## src/rtl/rng_pkg.sv

```systemverilog
// Shared constants, FSM state type and LFSR step function for bounded_rng.
package rng_pkg;

  localparam int unsigned LFSR_BITS = 16;
  localparam logic [LFSR_BITS-1:0] LFSR_MASK    = 16'hB400;
  localparam logic [LFSR_BITS-1:0] DEFAULT_SEED = 16'hACE1;

  typedef enum logic {
    IDLE = 1'b0,
    DRAW = 1'b1
  } state_t;

  // One step of the right-shifting Galois LFSR.
  function automatic logic [LFSR_BITS-1:0] lfsr_step(input logic [LFSR_BITS-1:0] s);
    return (s >> 1) ^ (s[0] ? LFSR_MASK : {LFSR_BITS{1'b0}});
  endfunction

endpackage

```

## src/rtl/lfsr16.sv

```systemverilog
// Free-running 16-bit Galois LFSR; a load takes priority over the advance.
module lfsr16
  import rng_pkg::*;
#(
  parameter logic [LFSR_BITS-1:0] SEED = DEFAULT_SEED
) (
  input  logic                 clk,
  input  logic                 rst_n,
  input  logic                 load,
  input  logic [LFSR_BITS-1:0] load_val,
  output logic [LFSR_BITS-1:0] q
);

  // A zero load value would lock the register up, so it maps to SEED.
  always_ff @(posedge clk or negedge rst_n) begin
    if (!rst_n) begin
      q <= SEED;
    end else if (load) begin
      q <= (load_val != '0) ? load_val : SEED;
    end else begin
      q <= lfsr_step(q);
    end
  end

endmodule

```

## src/rtl/bounded_rng.sv

```systemverilog
// Draws a value in [0, MAX_VALUE] from a free-running LFSR, optionally never
// repeating the previous value, with a deterministic fallback after MAX_TRIES.
module bounded_rng
  import rng_pkg::*;
#(
  parameter int unsigned          WIDTH     = 4,
  parameter int                   MAX_VALUE = 15,
  parameter int                   NO_REPEAT = 1,
  parameter int unsigned          LFSR_W    = 16,
  parameter logic [LFSR_BITS-1:0] SEED      = DEFAULT_SEED,
  parameter int unsigned          MAX_TRIES = 15
) (
  input  logic              clk,
  input  logic              rst_n,
  input  logic              req,
  input  logic              seed_load,
  input  logic [LFSR_W-1:0] seed_in,
  output logic [WIDTH-1:0]  value,
  output logic              valid,
  output logic              busy
);

  localparam int unsigned TRY_W = (MAX_TRIES < 2) ? 1 : $clog2(MAX_TRIES + 1);
  localparam logic [WIDTH:0]   MAX_EXT = (WIDTH+1)'(MAX_VALUE);
  localparam logic [TRY_W-1:0] TRY_MAX = TRY_W'(MAX_TRIES);

  // Elaboration-time parameter sanity checks.
  if (LFSR_W != LFSR_BITS) begin : g_err_lfsr_w
    $error("bounded_rng: LFSR_W must be 16");
  end
  if ((WIDTH < 1) || (WIDTH > LFSR_BITS)) begin : g_err_width
    $error("bounded_rng: WIDTH must be in 1..16");
  end
  if ((MAX_VALUE < 0) || (longint'(MAX_VALUE) > ((longint'(1) << WIDTH) - 1))) begin : g_err_max
    $error("bounded_rng: MAX_VALUE out of range for WIDTH");
  end
  if ((NO_REPEAT == 1) && (MAX_VALUE == 0)) begin : g_err_norep
    $error("bounded_rng: NO_REPEAT=1 needs MAX_VALUE > 0");
  end
  if (SEED == '0) begin : g_err_seed
    $error("bounded_rng: SEED must be non-zero");
  end
  if (MAX_TRIES < 1) begin : g_err_tries
    $error("bounded_rng: MAX_TRIES must be at least 1");
  end

  state_t             state_q, state_d;
  logic [TRY_W-1:0]   tries_q, tries_d;
  logic [WIDTH-1:0]   last_q, last_d;
  logic               have_last_q, have_last_d;
  logic [WIDTH-1:0]   value_d;
  logic               valid_d, busy_d;
  logic [LFSR_W-1:0]  lfsr_q;
  logic [WIDTH-1:0]   cand;
  logic [WIDTH:0]     last_inc;
  logic               cand_ok;
  logic [WIDTH-1:0]   fallback;
  logic               unused_lfsr;

  // Entropy source; its phase depends on when requests arrive.
  lfsr16 #(.SEED(SEED)) u_lfsr (
    .clk      (clk),
    .rst_n    (rst_n),
    .load     (seed_load),
    .load_val (seed_in),
    .q        (lfsr_q)
  );

  assign cand        = lfsr_q[WIDTH-1:0];
  assign unused_lfsr = ^lfsr_q;

  // Candidate acceptance and the wrap-around fallback, both at WIDTH+1 bits.
  always_comb begin
    last_inc = {1'b0, last_q} + (WIDTH+1)'(1);
    cand_ok  = ({1'b0, cand} <= MAX_EXT) &&
               ((NO_REPEAT == 0) || !have_last_q || (cand != last_q));
    if (!have_last_q || (last_inc > MAX_EXT)) begin
      fallback = '0;
    end else begin
      fallback = last_inc[WIDTH-1:0];
    end
  end

  // Next-state and registered-output logic.
  always_comb begin
    state_d     = state_q;
    tries_d     = tries_q;
    last_d      = last_q;
    have_last_d = have_last_q;
    value_d     = value;
    valid_d     = 1'b0;
    case (state_q)
      IDLE: begin
        if (req) begin
          state_d = DRAW;
          tries_d = TRY_W'(1);
        end
      end
      DRAW: begin
        if (cand_ok) begin
          value_d     = cand;
          last_d      = cand;
          have_last_d = 1'b1;
          valid_d     = 1'b1;
          state_d     = IDLE;
        end else if (tries_q >= TRY_MAX) begin
          value_d     = fallback;
          last_d      = fallback;
          have_last_d = 1'b1;
          valid_d     = 1'b1;
          state_d     = IDLE;
        end else begin
          tries_d = tries_q + TRY_W'(1);
        end
      end
      default: state_d = IDLE;
    endcase
    busy_d = (state_d != IDLE);
  end

  // State and output registers.
  always_ff @(posedge clk or negedge rst_n) begin
    if (!rst_n) begin
      state_q     <= IDLE;
      tries_q     <= '0;
      last_q      <= '0;
      have_last_q <= 1'b0;
      value       <= '0;
      valid       <= 1'b0;
      busy        <= 1'b0;
    end else begin
      state_q     <= state_d;
      tries_q     <= tries_d;
      last_q      <= last_d;
      have_last_q <= have_last_d;
      value       <= value_d;
      valid       <= valid_d;
      busy        <= busy_d;
    end
  end

endmodule

```

## config.mk

```make
export PLATFORM = sky130hd
export DESIGN_NAME = bounded_rng
export DESIGN_NICKNAME = d
export VERILOG_FILES = /design/src/rtl/rng_pkg.sv /design/src/rtl/lfsr16.sv /design/src/rtl/bounded_rng.sv
export SDC_FILE = /design/constraint.sdc
export NUM_CORES = 1
export LEC_CHECK = 0
export BUFFER_PORTS_ARGS = -buffer_cell sky130_fd_sc_hd__buf_2
export CAP_MARGIN = 10
export CORE_MARGIN = 2
export CORE_UTILIZATION = 57
export CTS_BUF_LIST = sky130_fd_sc_hd__clkbuf_2
export CTS_CLUSTER_SIZE = 14
export DETAILED_ROUTE_END_ITERATION = 10
export PLACE_DENSITY = 0.89
export SYNTH_ARGS = -nofsm -noshare
export SYNTH_HDL_FRONTEND = slang
export SYNTH_SLANG_ARGS = --single-unit
```

## constraint.sdc

```tcl
create_clock -name clk -period 2.2 [get_ports clk]
set_input_delay 0.22 -clock clk [delete_from_list [all_inputs] [get_ports clk]]
set_output_delay 0.22 -clock clk [all_outputs]
set_load 0.02 [all_outputs]
```

==> results.json, run 1 <==
{
  "outcome": "completed",
  "root_buffer": "clkbuf_2",
  "period_share_pct": 80.5,
  "firstDrtPassIters": 4,
  "power_density_nw_per_um2": 1010,
  "start_util_pct": 61.3,
  "synth_cells": 126,
  "die_h_um": 53.3,
  "synth_edf_count": 0,
  "worstPathRequired_ps": 2480,
  "drt-initial-drc-count": 19,
  "grt_pass1_wl_mm": 4.58,
  "hold_buffers": 1,
  "routedWlPerCell_um": 15.0,
  "finalHoldViolations": 0,
  "ys_seq_area_share_pct": 49.6,
  "std_cell_rows": 17,
  "avgSynthCellArea_sq_um": 11.0,
  "place_congestion": 0.854,
  "grt_pass1_vias": 1035,
  "min_period_ps": 1770,
  "cts_buffers": 3,
  "ir_worst_vdd_v": 0.000723,
  "final_max_slew_viol_count": 0,
  "synth_flop_cell": "dfrtp_1",
  "synth-seq-cells": 27,
  "synth.largest_area_cell": "dfrtp_1",
  "fillers": 180,
  "critPathLaunchType": "flip-flop",
  "yosys.area.top_type_share_pct": 34.4,
  "path_clk_slew_ps": 250,
  "viasPerCell": 6.11,
  "holdWs_ps": 75.6,
  "min_path_type": "input pin to flip-flop",
  "final_nets": 175,
  "multiInputGateArea_sq_um": 642,
  "syn-num-nets": 149,
  "grt_max_degree": 28,
  "tns_ps": 0,
  "drt-total-wl_mm": 2.68,
  "power_leakage_nw": 0.641,
  "track_usage_pct": 22.7,
  "fmax_mhz": 565,
  "diodes": 0,
  "clockBufferDepth": 2,
  "final_area_sq_um": 1540,
  "cts_resized": 0,
  "drc": 0,
  "synth.top_cells.by_area": "dfrtp_1 34%, dfstp_2 15%, mux2_2 5.7%",
  "async_reset_ff_share_pct": 100,
  "cp-end-kind": "flip-flop",
  "cp.arrival_ps": 2050,
  "netlist_area_sq_um": 1380,
  "cts_tree": "built",
  "skew_ps": 13.1,
  "die_w_um": 53.3,
  "placed_cell_area_sq_um": 1510,
  "grt.overflow.total": 0,
  "cp_max_fo": 6,
  "drv_cap": 0,
  "seqCellArea_sq_um": 686,
  "antenna_found_initial": 0,
  "vias": 1093,
  "post-cts-setup-buffer-count": 0,
  "rsz0062_at_grt": "no",
  "core_region_area_sq_um": 2250,
  "max_slew_margin_pct": 61.8,
  "clk_latency_ps": 350,
  "die-area_sq_um": 2840,
  "tightest_slew_ps": 572,
  "port_buffers": 25,
  "ys_warn_count": 0,
  "drive_gt1_share_pct": 31.8,
  "area_delta_synth_final_pct": 11.6,
  "htreeDepth": 1,
  "ant_nets": 0,
  "num_io_pins": 26,
  "synth_cell_type_count": 38,
  "numClockSinks": 27,
  "crit_type": "flip-flop to flip-flop",
  "setup-violations-final": 0,
  "dp_hpwl_mm": 2.06
}
synthesized netlist by cell type (2+ instances only):
cell type,count
dfrtp_1,19
dfstp_2,8
nand3_1,8
o22a_1,8
mux2_2,7
nand2_1,7
nor3_1,7
nor4_1,6
xnor2_1,6
a21oi_1,4
inv_1,4
nor2_1,4
a211oi_1,3
ha_1,3
buf_2,2
buf_6,2
clkbuf_1,2
nand4_1,2
o21ai_0,2
o21ai_1,2
o31ai_1,2
xor2_1,2
through the flow:
step                      std cells  worst slack, ps  total power, mW  utilization (%)
after CTS                       179              432             1.56             68.4
after global placement          174              516             1.33             67.0
after detailed placement        174              428             1.38             67.0
after global routing            179              307             1.66             68.4
final                           179              429             1.56             68.4
after floorplan                 126              310             1.21                -
path summary, 6_finish.rpt:
| path | startpoint | to | slack, ps | depth (start not counted) |
|---|---|---|---|---|
| worst max-delay path | last_q[1]$_DFFE_PN0P_ | last_q[2]$_DFFE_PN0P_ | 430 | 6 |
| worst min-delay path | req | tries_q[3]$_DFFE_PN0P_ | 80 | 2 |
| worst max register to register | last_q[1]$_DFFE_PN0P_ | last_q[2]$_DFFE_PN0P_ | 430 | 6 |
| worst min register to register | u_lfsr.q[8]$_DFF_PN0_ | u_lfsr.q[7]$_DFF_PN1_ | 520 | 1 |
| max in group asynchronous | rst_n | u_lfsr.q[0]$_DFF_PN1_ | 1470 | 2 |
| min in group asynchronous | rst_n | u_lfsr.q[1]$_DFF_PN0_ | 350 | 2 |
worst max-delay path: stages, from the launching register on:
cell and delay, ps:
dfrtp_1 500, ha_1 360, nor4b_2 280, nor3b_1 80, o21ai_0 140, a21oi_1 60, a311o_1 290
power by group:
group	internal (mW)	total, mW	switching, mW
combinational	0.287	0.671	0.384
sequential	0.597	0.702	0.106
clock	0.0422	0.184	0.142
total	0.926	1.56	0.632
routing by layer:
metal  GRT usage [%]  wire [um]  up-vias
li1                -          -      524
met2            37.0       1330       43
met3            3.39        121        6
met5               0          0        -
met4            8.97         44        0
met1            30.2       1190      520
state kept, by name, indices dropped and copies added, names as in the netlist:
signal,count
tries_q,4
have_last_q,1
u_lfsr.q,16
state_q,1
valid,1
last_q,4
logic make-up (layout without fill, tap and decap cells):
kind of cell             count (synthesis)  after routing  share of synthesized area (%)
AND/OR/NAND/NOR                         42             42                           17.0
AO/OA/AOI/OAI                           27             27                           14.0
flip-flops                              27             27                           49.6
buffers and inverters                   10             35                           3.98
XOR/XNOR                                 9              9                           6.24
multiplexers                             8              8                           6.43
adder cells (fa/ha/maj)                  3              3                           2.72
final cells by class:
| class | instances | area share (%) |
|---|---|---|
| clock inverter | 1 | 0.487 |
| sequential | 27 | 44.4 |
| inverter | 4 | 0.973 |
| multi-input combinational | 89 | 41.6 |
| timing repair buffer | 27 | 9.25 |
| tap | 28 | 2.27 |
| clock buffer | 3 | 0.973 |
layout by cell type, fill, tap and decap left out, types with 2 or more instances in the layout:
master    count
a211oi_1      3
a21oi_1       4
buf_2        25
clkbuf_2      3
dfrtp_1      19
dfstp_2       8
ha_1          3
inv_1         4
mux2_2        7
nand2_1       7
nand3_1       8
nand4_1       2
nor2_1        4
nor3_1        7
nor4_1        6
o21ai_0       2
o21ai_1       2
o22a_1        8
o31ai_1       2
xnor2_1       6
xor2_1        2
Power figures use the tool's default switching activity.
==> inputs of run 2 (changes only) <==
--- a/config.mk
+++ b/config.mk
@@ -8,11 +8,11 @@
 export BUFFER_PORTS_ARGS = -buffer_cell sky130_fd_sc_hd__buf_2
 export CAP_MARGIN = 10
 export CORE_MARGIN = 2
-export CORE_UTILIZATION = 57
+export CORE_UTILIZATION = 51
 export CTS_BUF_LIST = sky130_fd_sc_hd__clkbuf_2
 export CTS_CLUSTER_SIZE = 14
 export DETAILED_ROUTE_END_ITERATION = 10
-export PLACE_DENSITY = 0.89
+export PLACE_DENSITY = 0.84
 export SYNTH_ARGS = -nofsm -noshare
 export SYNTH_HDL_FRONTEND = slang
 export SYNTH_SLANG_ARGS = --single-unit
==> constraint.sdc (replaced) <==
create_clock -name clk -period 1.5 [get_ports clk]
set_input_delay 0.15 -clock clk [delete_from_list [all_inputs] [get_ports clk]]
set_output_delay 0.15 -clock clk [all_outputs]
set_load 0.02 [all_outputs]
==> run 2 against run 1 <==
  * The flow now finishes with violations (negative setup slack)
  * Die area grew 11%
  * Via count up 21%
  * Power grew 120%
  * Sequential share of layout area decreased by 11 points
  * Cell area grew 33%
  * Wire length rose by 50%
  * Clock power is 51% higher
  * Critical path type unchanged
  * Critical endpoint unchanged
==> results.json, run 2 (synthesis results as in run 1) <==
{
  "r2r-start": "last_q[0]$_DFFE_PN0P_",
  "final_cell_mix": "25 x buf_4, 24 x buf_2, 18 x dfrtp_1",
  "critPathLaunchType": "flip-flop",
  "cts_tree": "built",
  "clockBufferDepth": 2,
  "violations": "negative setup slack",
  "skew_ps": 7.84,
  "rsz0062_at_grt": "yes",
  "drt-total-wl_mm": 4.01,
  "power_density_nw_per_um2": 1650,
  "core_region_area_sq_um": 2520,
  "cts_buffers": 3,
  "max_slew_margin_pct": 61.3,
  "grt.overflow.total": 0,
  "grt_pass1_vias": 1355,
  "antenna_found_initial": 0,
  "track_usage_pct": 26.3,
  "top_register": "u_lfsr.q",
  "vias": 1326,
  "hold_start": "seed_in[6]",
  "std_cell_rows": 18,
  "path_clk_slew_ps": 250,
  "die-area_sq_um": 3140,
  "numClockSinks": 27,
  "cp-end-kind": "flip-flop",
  "dp_hpwl_mm": 2.33,
  "viasPerCell": 6.11,
  "die_w_um": 56.1,
  "worstPathRequired_ps": 1780,
  "tightest_slew_ps": 580,
  "cp-startpoint": "last_q[0]$_DFFE_PN0P_",
  "drc": 0,
  "final_area_sq_um": 2050,
  "ir_worst_vdd_v": 0.00167,
  "ant_nets": 0,
  "place_congestion": 0.902,
  "port_buffers": 25,
  "outcome": "complete, but fails checks",
  "power_mw": 3.38,
  "htreeDepth": 1,
  "setup-violations-final": 9,
  "drt-initial-drc-count": 76,
  "cp.arrival_ps": 2010,
  "clk_latency_ps": 360,
  "cp_max_fo": 3,
  "fmax_mhz": 578,
  "finalWorstSetupSlack_ps": -229,
  "finalHoldViolations": 0,
  "diodes": 0,
  "drv_cap": 0,
  "grt_max_degree": 28,
  "placed_cell_area_sq_um": 1670,
  "grt_pass1_wl_mm": 6.51,
  "period_share_pct": 115,
  "reg.largest.list": "u_lfsr.q x16, last_q x4, tries_q x4",
  "seqCellArea_sq_um": 687,
  "fillers": 143,
  "final_common_cell": "buf_4",
  "final_nets": 211,
  "final_max_slew_viol_count": 0,
  "firstDrtPassIters": 6,
  "start_util_pct": 54.8,
  "routedWlPerCell_um": 18.5,
  "num_io_pins": 26,
  "die_h_um": 56.1,
  "crit_type": "flip-flop to flip-flop",
  "root_buffer": "clkbuf_2",
  "multiInputGateArea_sq_um": 836,
  "largest_reg_flops": 16,
  "area_delta_synth_final_pct": 48.2,
  "min_period_ps": 1730,
  "drive_gt1_share_pct": 52.4,
  "min_path_type": "input pin to flip-flop",
  "power_leakage_nw": 0.871
}
-- run 2: cell count changes in the layout (fill, tap and decap cells not counted), moves of 3 or more --
cell,previous run,this run
buf_4,1,25
dlygate4sd3_1,1,11
nand3_1,8,4
buf_6,0,3
xnor2_1,6,2
-- run 2: area by class of cell --
cell class                      count  area share (%)
Clock buffer                        3           0.733
Clock inverter                      1           0.244
Inverter                            4           0.855
Multi-Input combinational cell     89            40.8
Sequential cell                    27            33.5
Tap cell                           30            1.83
Timing Repair Buffer               63            22.0
-- run 2: timing repair --
item                       4_1_cts  5_1_grt
setup endpoints to repair        8       11
setup buffers                    7        2
hold buffers                     5        6
pin swaps                       17        6
resized for setup               21       12
hold endpoints to repair        23        6
-- run 2: power breakdown --
| part | switching (mW) | internal [mW] | leakage (nW) |
|---|---|---|---|
| clock | 0.217 | 0.0604 | 0.0164 |
| combinational | 1.03 | 1.07 | 0.547 |
| sequential | 0.118 | 0.878 | 0.307 |
| total | 1.37 | 2.01 | 0.871 |
-- run 2: critical path, cell delays in order (launching register included) --
cell and delay (ps):
dfrtp_2 490, inv_4 70, ha_4 200, nor4b_4 310
nor3b_2 80, o21ai_1 130, a21oi_1 70, a311o_1 280
-- run 2: worst paths after layout --
kind                                          end  slack, ps  depth (start not counted)
max                         last_q[2]$_DFFE_PN0P_       -230                          7
min                         u_lfsr.q[6]$_DFF_PN1_         20                          2
max reg2reg                 last_q[2]$_DFFE_PN0P_       -230                          7
min reg2reg                 u_lfsr.q[8]$_DFF_PN0_        510                          1
max in group asynchronous   last_q[0]$_DFFE_PN0P_        820                          2
min in group asynchronous  u_lfsr.q[12]$_DFF_PN0_        280                          2
-- run 2: routing by layer --
layer	global-route usage, %	vias to the layer above	share of wire, %
li1	-	595	-
met1	31.7	659	39
met2	49.1	63	54
met3	3.26	9	4.8
met4	6.80	0	1.9
met5	0	-	0
-- run 2: through the flow --
| stage | setup WS (ps) | hold slack, ps | std cells | setup TNS [ps] | utilization, % |
|---|---|---|---|---|---|
| floorplan | -223 | -146 | 126 | -288 | - |
| finish | -229 | 19.1 | 217 | -866 | 81.3 |
| detailed placement | -212 | 181 | 193 | -594 | 66.0 |
| global placement | -92.1 | 168 | 193 | -305 | 66.0 |
| CTS | -181 | 5.36 | 209 | -474 | 75.3 |
| global route | -295 | 0.769 | 217 | -1570 | 81.3 |
